## src/rtl/stepper_pkg.sv

```systemverilog
// -----------------------------------------------------------------------------
// stepper_pkg
// Shared definitions for the stepper pulse driver:
//   - state_t      : move sequencer states
//   - DEFAULT_*    : default timing constants in clk cycles
//   - max3()       : helper used to size the shared step timer
// Optional feature macro used by the driver: STEPPER_POS_TRACK_EN
// -----------------------------------------------------------------------------
package stepper_pkg;

  typedef enum logic [2:0] {
    IDLE       = 3'd0,
    DIR_SETUP  = 3'd1,
    PULSE_HIGH = 3'd2,
    PULSE_LOW  = 3'd3,
    DONE       = 3'd4
  } state_t;

  localparam int DEFAULT_PULSE_HIGH_CYCLES   = 50;
  localparam int DEFAULT_PULSE_PERIOD_CYCLES = 200;
  localparam int DEFAULT_DIR_SETUP_CYCLES    = 20;

  // Largest of three timing values; the timer must hold the biggest load.
  function automatic int max3(input int a, input int b, input int c);
    int m;
    m = (a > b) ? a : b;
    return (m > c) ? m : c;
  endfunction

endpackage

```

## src/rtl/step_timer.sv

```systemverilog
// -----------------------------------------------------------------------------
// step_timer
// Loadable down-counter shared by every timed state of the pulse driver.
// Loading N makes expire assert on the N-th cycle after the load edge, so a
// state that loads N on entry and leaves on expire lasts exactly N cycles.
// The counter parks at zero and never wraps.
// Ports:
//   clk, reset : clock, synchronous active-high reset
//   load       : load value into the counter this edge
//   value      : cycle count to load
//   expire     : high while the counter holds its terminal count of 1
// -----------------------------------------------------------------------------
module step_timer #(
  parameter int WIDTH = 8
) (
  input  logic             clk,
  input  logic             reset,
  input  logic             load,
  input  logic [WIDTH-1:0] value,
  output logic             expire
);

  logic [WIDTH-1:0] count;

  always_ff @(posedge clk) begin
    if (reset) begin
      count <= '0;
    end else if (load) begin
      count <= value;
    end else if (count != '0) begin
      count <= count - 1'b1;
    end
  end

  assign expire = (count == WIDTH'(1));

endmodule

```

## src/rtl/stepper_pulse_driver.sv

```systemverilog
// -----------------------------------------------------------------------------
// stepper_pulse_driver
// Consumer end of the controller->stepper handshake. On a rising edge of
// data_ready while idle, latches step counts and directions for both SCARA
// joints, waits for DIR setup, then emits lock-step STEP pulse trains until
// both counts are exhausted, pulses move_done and returns to idle.
// Optional feature: define STEPPER_POS_TRACK_EN to add signed 16-bit position
// accumulators pos1/pos2 updated by every emitted STEP pulse.
// Ports:
//   clk, reset        : clock, synchronous active-high reset
//   steps1, steps2    : per-joint step counts (sampled at accept only)
//   dir1, dir2        : per-joint directions (sampled at accept only)
//   data_ready        : command strobe, only its rising edge is used
//   step1_out/2_out   : STEP outputs to the drivers
//   dir1_out/2_out    : DIR outputs, held from accept until the next accept
//   stepper_ready     : high only while idle
//   move_done         : one-cycle pulse at move completion
//   pos1, pos2        : (STEPPER_POS_TRACK_EN only) position accumulators
// -----------------------------------------------------------------------------
module stepper_pulse_driver
  import stepper_pkg::*;
#(
  parameter int PULSE_HIGH_CYCLES   = DEFAULT_PULSE_HIGH_CYCLES,
  parameter int PULSE_PERIOD_CYCLES = DEFAULT_PULSE_PERIOD_CYCLES,
  parameter int DIR_SETUP_CYCLES    = DEFAULT_DIR_SETUP_CYCLES
) (
  input  logic              clk,
  input  logic              reset,
  input  logic [7:0]        steps1,
  input  logic [7:0]        steps2,
  input  logic              dir1,
  input  logic              dir2,
  input  logic              data_ready,
  output logic              step1_out,
  output logic              step2_out,
  output logic              dir1_out,
  output logic              dir2_out,
  output logic              stepper_ready,
  output logic              move_done
`ifdef STEPPER_POS_TRACK_EN
  ,
  output logic signed [15:0] pos1,
  output logic signed [15:0] pos2
`endif
);

  localparam int LOW_CYCLES = PULSE_PERIOD_CYCLES - PULSE_HIGH_CYCLES;
  localparam int TIMER_MAX  = max3(PULSE_HIGH_CYCLES, LOW_CYCLES, DIR_SETUP_CYCLES);
  localparam int TW         = $clog2(TIMER_MAX + 1);

  state_t          state;
  state_t          next_state;
  logic            data_ready_q;
  logic            accept;
  logic [7:0]      rem1;
  logic [7:0]      rem2;
  logic            active1;
  logic            active2;
  logic            timer_load;
  logic [TW-1:0]   timer_value;
  logic            timer_expire;
  logic            enter_high;
  logic            high_exit;

  step_timer #(
    .WIDTH (TW)
  ) u_timer (
    .clk    (clk),
    .reset  (reset),
    .load   (timer_load),
    .value  (timer_value),
    .expire (timer_expire)
  );

  // Edge detector register starts high so a level held through reset is
  // not mistaken for a fresh command.
  always_ff @(posedge clk) begin
    if (reset) begin
      data_ready_q <= 1'b1;
    end else begin
      data_ready_q <= data_ready;
    end
  end

  assign accept = (state == IDLE) && data_ready && !data_ready_q;

  always_ff @(posedge clk) begin
    if (reset) begin
      state <= IDLE;
    end else begin
      state <= next_state;
    end
  end

  // Next-state and timer reload. Every timed state loads its own duration on
  // the edge that enters it and leaves when the timer expires.
  always_comb begin
    next_state  = state;
    timer_load  = 1'b0;
    timer_value = '0;
    case (state)
      IDLE: begin
        if (accept) begin
          next_state  = DIR_SETUP;
          timer_load  = 1'b1;
          timer_value = TW'(DIR_SETUP_CYCLES);
        end
      end
      DIR_SETUP: begin
        if (timer_expire) begin
          if (rem1 == 8'd0 && rem2 == 8'd0) begin
            next_state = DONE;
          end else begin
            next_state  = PULSE_HIGH;
            timer_load  = 1'b1;
            timer_value = TW'(PULSE_HIGH_CYCLES);
          end
        end
      end
      PULSE_HIGH: begin
        if (timer_expire) begin
          next_state  = PULSE_LOW;
          timer_load  = 1'b1;
          timer_value = TW'(LOW_CYCLES);
        end
      end
      PULSE_LOW: begin
        if (timer_expire) begin
          if (rem1 == 8'd0 && rem2 == 8'd0) begin
            next_state = DONE;
          end else begin
            next_state  = PULSE_HIGH;
            timer_load  = 1'b1;
            timer_value = TW'(PULSE_HIGH_CYCLES);
          end
        end
      end
      DONE: begin
        next_state = IDLE;
      end
      default: begin
        next_state = IDLE;
      end
    endcase
  end

  assign enter_high = (next_state == PULSE_HIGH) && (state != PULSE_HIGH);
  assign high_exit  = (state == PULSE_HIGH) && timer_expire;

  // Command latch, per-pulse active mask and remaining-step bookkeeping.
  // An axis whose count is exhausted drops out of the mask and stays quiet
  // while the other axis keeps pulsing.
  always_ff @(posedge clk) begin
    if (reset) begin
      rem1     <= 8'd0;
      rem2     <= 8'd0;
      dir1_out <= 1'b0;
      dir2_out <= 1'b0;
      active1  <= 1'b0;
      active2  <= 1'b0;
    end else begin
      if (accept) begin
        rem1     <= steps1;
        rem2     <= steps2;
        dir1_out <= dir1;
        dir2_out <= dir2;
      end
      if (enter_high) begin
        active1 <= (rem1 != 8'd0);
        active2 <= (rem2 != 8'd0);
      end
      if (high_exit) begin
        if (active1 && rem1 != 8'd0) begin
          rem1 <= rem1 - 8'd1;
        end
        if (active2 && rem2 != 8'd0) begin
          rem2 <= rem2 - 8'd1;
        end
      end
    end
  end

  assign step1_out     = (state == PULSE_HIGH) && active1;
  assign step2_out     = (state == PULSE_HIGH) && active2;
  assign stepper_ready = (state == IDLE);
  assign move_done     = (state == DONE);

`ifdef STEPPER_POS_TRACK_EN
  // Each completed STEP pulse moves the joint one count in its DIR sense;
  // the accumulators wrap two's-complement.
  always_ff @(posedge clk) begin
    if (reset) begin
      pos1 <= 16'sd0;
      pos2 <= 16'sd0;
    end else if (high_exit) begin
      if (active1) begin
        pos1 <= dir1_out ? pos1 + 16'sd1 : pos1 - 16'sd1;
      end
      if (active2) begin
        pos2 <= dir2_out ? pos2 + 16'sd1 : pos2 - 16'sd1;
      end
    end
  end
`endif

endmodule

```

## config.mk

```make
export PLATFORM = sky130hd
export DESIGN_NAME = stepper_pulse_driver
export DESIGN_NICKNAME = d
export VERILOG_FILES = /design/src/rtl/stepper_pkg.sv /design/src/rtl/step_timer.sv /design/src/rtl/stepper_pulse_driver.sv
export SDC_FILE = /design/constraint.sdc
export NUM_CORES = 1
export LEC_CHECK = 0
export ABC_AREA = 0
export BUFFER_PORTS_ARGS = -buffer_cell sky130_fd_sc_hd__buf_4
export CAP_MARGIN = 30
export CORE_MARGIN = 3
export CORE_UTILIZATION = 50
export DETAILED_ROUTE_END_ITERATION = 6
export HOLD_SLACK_MARGIN = 0.06
export PLACE_DENSITY = 0.71
export SLEW_MARGIN = 10
export SYNTH_ARGS = -nofsm -noshare
export SYNTH_HDL_FRONTEND = slang
export SYNTH_SLANG_ARGS = --single-unit
```

## constraint.sdc

```tcl
create_clock -name clk -period 6.05 [get_ports clk]
set_input_delay 0.605 -clock clk [delete_from_list [all_inputs] [get_ports clk]]
set_output_delay 0.605 -clock clk [all_outputs]
set_load 0.03 [all_outputs]
```

* Word-level counts from Yosys, hierarchy flattened *
Index checks and enable logic that the tools add are counted.

operators by class
  $add $sub $neg = 3
  $mul = 0
  div/mod/pow operators = 0
  $lt $le $gt $ge = 0
  eq/ne operators = 7
  shift operators = 0
  mux-type cells = 23
  bitwise gates (word level) = 0
  reductions and logical operators = 18

operators by type and width
  operator                                           count
  two-way mux 8 bit                                  9
  one-hot mux 8 bit (3 select lines)                 1
  nonzero test 8 bit                                 3
  subtractor 8 x 1 -> 8 bit (second input constant)  3
  logical NOT 8 bit                                  2
  two-way mux 3 bit                                  4
  two-way mux 6 bit                                  2
  == test 3 x 2 -> 1 bit (second input constant)     3
  logical AND 1 bit                                  9
  one-hot mux 3 bit (3 select lines)                 1
  == test 8 x 1 -> 1 bit (second input constant)     1
  two-way mux 5 bit                                  1
  two-way mux 1 bit                                  4
  == test 3 x 1 -> 1 bit (second input constant)     1
  == test 3 bit (second input constant)              1
  logical NOT 3 bit                                  1
  != test 3 x 2 -> 1 bit (second input constant)     1
  one-hot mux 1 bit (3 select lines)                 1
  nonzero test 2 bit                                 1
  OR reduction 2 bit                                 1
  logical NOT 1 bit                                  1

word-level totals
  flip-flop bits (word level) = 32
  bits in latches = 0
  RAM bits = 0
  bits in read-only memories = 0
  bits of input ports = 21
  word-level logic and storage cells = 60
  memories kept = 0

* Longest topological paths before layout *
  depth after elaboration = 7
  mapped depth = 7
  gate-level depth less buffers = 6

* Cells and area by module *
Synthesis repeated with hierarchy kept, for this count alone.

second synthesis, totals
  cell total of the unflattened synthesis = 222
  area, all modules = 1883.1 um2

modules (own cells, without submodules)
  module                times used  cells each  area each (um2)
  stepper_pulse_driver  1           169         1375.1
  step_timer            1           53          508.0

* Worst setup path before layout *
No wires, ideal clock.

  path kind = register to register
  start point = reg state[2]
  end point = reg rem1[0]
  data arrival time = 1.873 ns
  setup slack = 4.103 ns
  stages on the path, launching flop included = 7
  path buffers = 2
  cells stage by stage = dfxtp_1 -> nor3_2 -> and2_1 -> buf_2 -> buf_1 -> nand2_1 -> a31oi_1

on the way
  word-level cells in the longest chain between the ends = 6
  elaborated cells between the ends (all ways) = 8

ends and longest elaborated chain
  what                               line                         RTL
  from (decl)                        stepper_pulse_driver.sv:51   state_t state;
  from (signal assigned)             stepper_pulse_driver.sv:91   state <= next_state;
  logical NOT 3 bit *                -
  net stepper_ready                  stepper_pulse_driver.sv:38   output logic stepper_ready,
  logical AND 1 bit * (2 in series)  stepper_pulse_driver.sv:85   assign accept = (state == IDLE) && data_ready && !data_ready_q;
  two-way mux 8 bit *                stepper_pulse_driver.sv:162  if (accept) begin
  two-way mux 8 bit                  stepper_pulse_driver.sv:173  if (active1 && rem1 != 8'd0) begin
  two-way mux 8 bit *                stepper_pulse_driver.sv:172  if (high_exit) begin
  to (signal assigned)               stepper_pulse_driver.sv:163  rem1 <= steps1;
  to (signal assigned)               stepper_pulse_driver.sv:174  rem1 <= rem1 - 8'd1;
  to (decl)                          stepper_pulse_driver.sv:55   logic [7:0] rem1;

The timed path passes the listed nets; every way through them passes the cells marked *.
A chain may end at the register's enable or synchronous reset.

* Worst setup path after layout *
  start point = reg rem1[0]
  end point = reg u_timer.count[6]

on the way
  word-level cells in the longest chain between the ends = 6
  elaborated cells between the ends (all ways) = 7

ends and longest elaborated chain
  what                                                            line                                                      RTL
  logical NOT 8 bit *                                             stepper_pulse_driver.sv:111, stepper_pulse_driver.sv:129
  logical AND 1 bit *                                             stepper_pulse_driver.sv:111, stepper_pulse_driver.sv:129
  two-way mux 1 bit *                                             stepper_pulse_driver.sv:111, stepper_pulse_driver.sv:129
  two-way mux 1 bit *                                             stepper_pulse_driver.sv:110                               if (timer_expire) begin
  one-hot mux 1 bit (3 select lines) *                            stepper_pulse_driver.sv:101                               case (state)
  two-way mux 8 bit / nonzero test 2 bit (equally long branches)  -
  to (signal assigned)                                            step_timer.sv:29                                          count <= value;
  to (signal assigned)                                            step_timer.sv:31                                          count <= count - 1'b1;
  to (decl)                                                       step_timer.sv:23                                          logic [WIDTH-1:0] count;

Every way passes the cells marked *; elsewhere a longest branch is shown, timed or not.

==> impl_metrics.env <==
export IMPL_status="complete, no violations"
export IMPL_switching_share=0.3651
export IMPL_synth_top_cell_area_share=0.3342
export IMPL_finalMaxSlewViolations=0
export IMPL_antenna_found_initial=0
export IMPL_clkTransAtPathRegs_ps=70
export IMPL_syn_cell_area_um2=1917
export IMPL_rsz0062_at_grt="false"
export IMPL_clock_latency_ps=280
export IMPL_grt_pass1_wl_mm=7.707
export IMPL_clock_path_buffers=2
export IMPL_final_area_um2=2210
export IMPL_io_buffers=26
export IMPL_die_area_um2=4612
export IMPL_dpl_cell_area_um2=2117
export IMPL_grt_max_degree=35
export IMPL_nets=275
export IMPL_cts_tree="done"
export IMPL_synth_compound_area_frac=0.2402
export IMPL_period_share=0.3801
export IMPL_cts_sinks=32
export IMPL_async_reset_ff_frac=0
export IMPL_cts_hold_buffers=0
export IMPL_p_int_mw=0.4433
export IMPL_cts_setup_buffers=0
export IMPL_synth_xor_area_frac=0.02285
export IMPL_synth_fp_nets=253
export IMPL_wl_mm=4.691
export IMPL_drcViolationCount=0
export IMPL_yosys_area_share_adder=0.03916
export IMPL_gr_usage_all_layers=0.2177
export IMPL_fin_cells=295
export IMPL_p_total_mw=0.6983
export IMPL_synth_seq_cells=32
export IMPL_die_h_um=67.92
export IMPL_nFillCells=349
export IMPL_drt_pass1_iterations=4
export IMPL_syn_inst=226
export IMPL_power_leakage_nw=0.8321
export IMPL_drive_above_1_share=0.2129
export IMPL_pwr_share_seq=0.390
export IMPL_drt_iter0_drc=174
export IMPL_p_sw_mw=0.2550
export IMPL_dr_total_vias=1898
export IMPL_ys_types=59
export IMPL_critPathKind="flip-flop to flip-flop"
export IMPL_skew_ps=8.066
export IMPL_combPwrFrac=0.362
export IMPL_grt_overflow=0
export IMPL_peakVddDrop_mv=0.1765
export IMPL_dpl_hpwl_mm=3.264
export IMPL_synth_simple_area_share=0.3081
export IMPL_arrival_ps=2480
export IMPL_yosysMostFrequentCell="dfxtp_1"
export IMPL_die_x_um=67.92
export IMPL_final_core_util=0.6276
export IMPL_drtAntennaViolNets=0
export IMPL_critPathCaptureType="flip-flop"
export IMPL_p_clk_frac=0.248
export IMPL_rows=21
export IMPL_drv_cap=0
export IMPL_dp_cells=287
export IMPL_synth_top_family_by_area="simple AND/OR/NAND/NOR gates"
export IMPL_seq_area_frac_synth=0.3342
export IMPL_fin_crit_ps=2300
export IMPL_post_cts_resized=0
export IMPL_drt_wirelength_per_cell_um=15.90
export IMPL_grt_pass1_vias=1682
export IMPL_syn_to_final_growth_pct=15.27
export IMPL_ios=27
export IMPL_fmax_ghz=0.4349
export IMPL_fin_setup_tns_ps=0
export IMPL_gp_congestion=0.8729
export IMPL_cts_root_buf="clkbuf_8"
export IMPL_crit_path_start_kind="flip-flop"
export IMPL_hp_class="flip-flop to flip-flop"
export IMPL_cts_max_level=2
export IMPL_synth_area_top_cells="dfxtp_1 33%, nand2_1 4.7%, ha_1 3.9%, a21oi_1 3.4%, a31oi_1 3.3%"
export IMPL_insertedDiodeCount=0
export IMPL_tightest_slew_ps=729.8
export IMPL_syn_area_per_cell_um2=8.482
export IMPL_core_um2=3521
export IMPL_synth_edf_count=0
export IMPL_ys_flop_type="dfxtp_1"
export IMPL_synth_area_mux_share=0.01044
export IMPL_via_per_inst=6.434
export IMPL_ys_warn_count=0
export IMPL_maxSlewHeadroom=0.5066
export IMPL_cts_buffers=5
export IMPL_multiInputGateArea_um2=1190
export IMPL_path_max_fanout=6
export IMPL_regArea_um2=640.6
export IMPL_powerDensity_nw_per_um2=316.0
export IMPL_synth_common_cells="32 x dfxtp_1, 24 x nand2_1, 13 x a21oi_1"
export IMPL_start_util=0.5444
export IMPL_crit_required_ps=6230
export IMPL_setup_violations_final=0
export IMPL_hold_violations=0
export IMPL_yosys_area_top_type="dfxtp_1"
-- state kept, by name, indices dropped and copies added (netlist names) --
| signal | cells |
|---|---|
| rem1 | 8 |
| rem2 | 8 |
| u_timer.count | 8 |
| state | 3 |
| active1 | 1 |
| active2 | 1 |
| data_ready_q | 1 |
| dir1_out | 1 |
| dir2_out | 1 |
-- area by class of cell --
class                   count  share of cell area
clock buffers               6             0.03737
flip-flops and latches     32              0.2899
inverters                   9             0.01529
clock inverters             2            0.004530
multi-input cells         174              0.5385
well taps                  46             0.02605
repair buffers             26             0.08834
-- power groups by stage --
| stage | registers [mW] | clock network, mW | logic [mW] |
|---|---|---|---|
| floorplan | 0.270 | 0 | 0.199 |
| global placement | 0.277 | 0 | 0.248 |
| detailed placement | 0.277 | 0 | 0.248 |
| CTS | 0.272 | 0.177 | 0.252 |
| global route | 0.278 | 0.186 | 0.283 |
| finish | 0.272 | 0.173 | 0.253 |
-- layer usage --
layer / GRT usage / vias up / wire, µm
met5: 0 / - / 0
met4: 0.06452 / 0 / 31
met3: 0.03941 / 4 / 225
met2: 0.3560 / 48 / 2231
met1: 0.2914 / 922 / 2202
li1: - / 924 / -
-- cells in the final DEF (no fill, tap or decap), drive strengths merged, types with 3 or more instances in the layout --
cell type | Yosys | final
nor2 | 7 | 7
clkbuf | 6 | 6
inv | 9 | 9
nor3b | 5 | 5
a211oi | 4 | 4
or4 | 5 | 5
a31o | 3 | 3
dfxtp | 32 | 32
a31oi | 10 | 10
nand4 | 4 | 4
nand3 | 11 | 11
a21oi | 13 | 13
ha | 6 | 6
nor4 | 7 | 7
nor3 | 11 | 11
a311oi | 3 | 3
o211ai | 7 | 7
and3 | 5 | 5
nand2 | 24 | 24
xnor2 | 3 | 3
nor2b | 3 | 3
a221oi | 4 | 4
buf | 5 | 26
and2 | 3 | 3
o311ai | 3 | 3
-- worst max-delay path, stage by stage (launching register included) --
cell and delay, ps:
dfxtp_1 340, inv_1 80, ha_1 210, nor4b_1 610
and2_0 420, a21oi_1 240, nor4_1 310
-- through the flow --
| stage | hold WS [ps] | setup slack, ps |
|---|---|---|
| after floorplan | 471.0 | 4103 |
| after global placement | 447.0 | 3591 |
| after detailed placement | 450.6 | 3615 |
| after CTS | 463.1 | 3774 |
| after global routing | 476.9 | 3415 |
| final | 462.5 | 3750 |
-- path summary, 6_finish.rpt --
check	startpoint	to	slack, ps	cells past startpoint
min	dir1_out$_SDFFE_PP0P_	dir1_out$_SDFFE_PP0P_	460	2
max reg2reg	rem1[0]$_SDFF_PP0_	u_timer.count[6]$_SDFFE_PP0P_	3750	6
max	rem1[0]$_SDFF_PP0_	u_timer.count[6]$_SDFFE_PP0P_	3750	6
min reg2reg	dir1_out$_SDFFE_PP0P_	dir1_out$_SDFFE_PP0P_	460	2
-- kinds of logic after synthesis --
kind of cell | after synthesis
AND/OR/NAND/NOR | 98
XOR/XNOR | 5
flip-flops | 32
multiplexers | 2
buffers and inverters | 20
AO/OA/AOI/OAI | 63
adder cells (fa/ha/maj) | 6
Note: power is estimated with default switching activity, not from simulation.
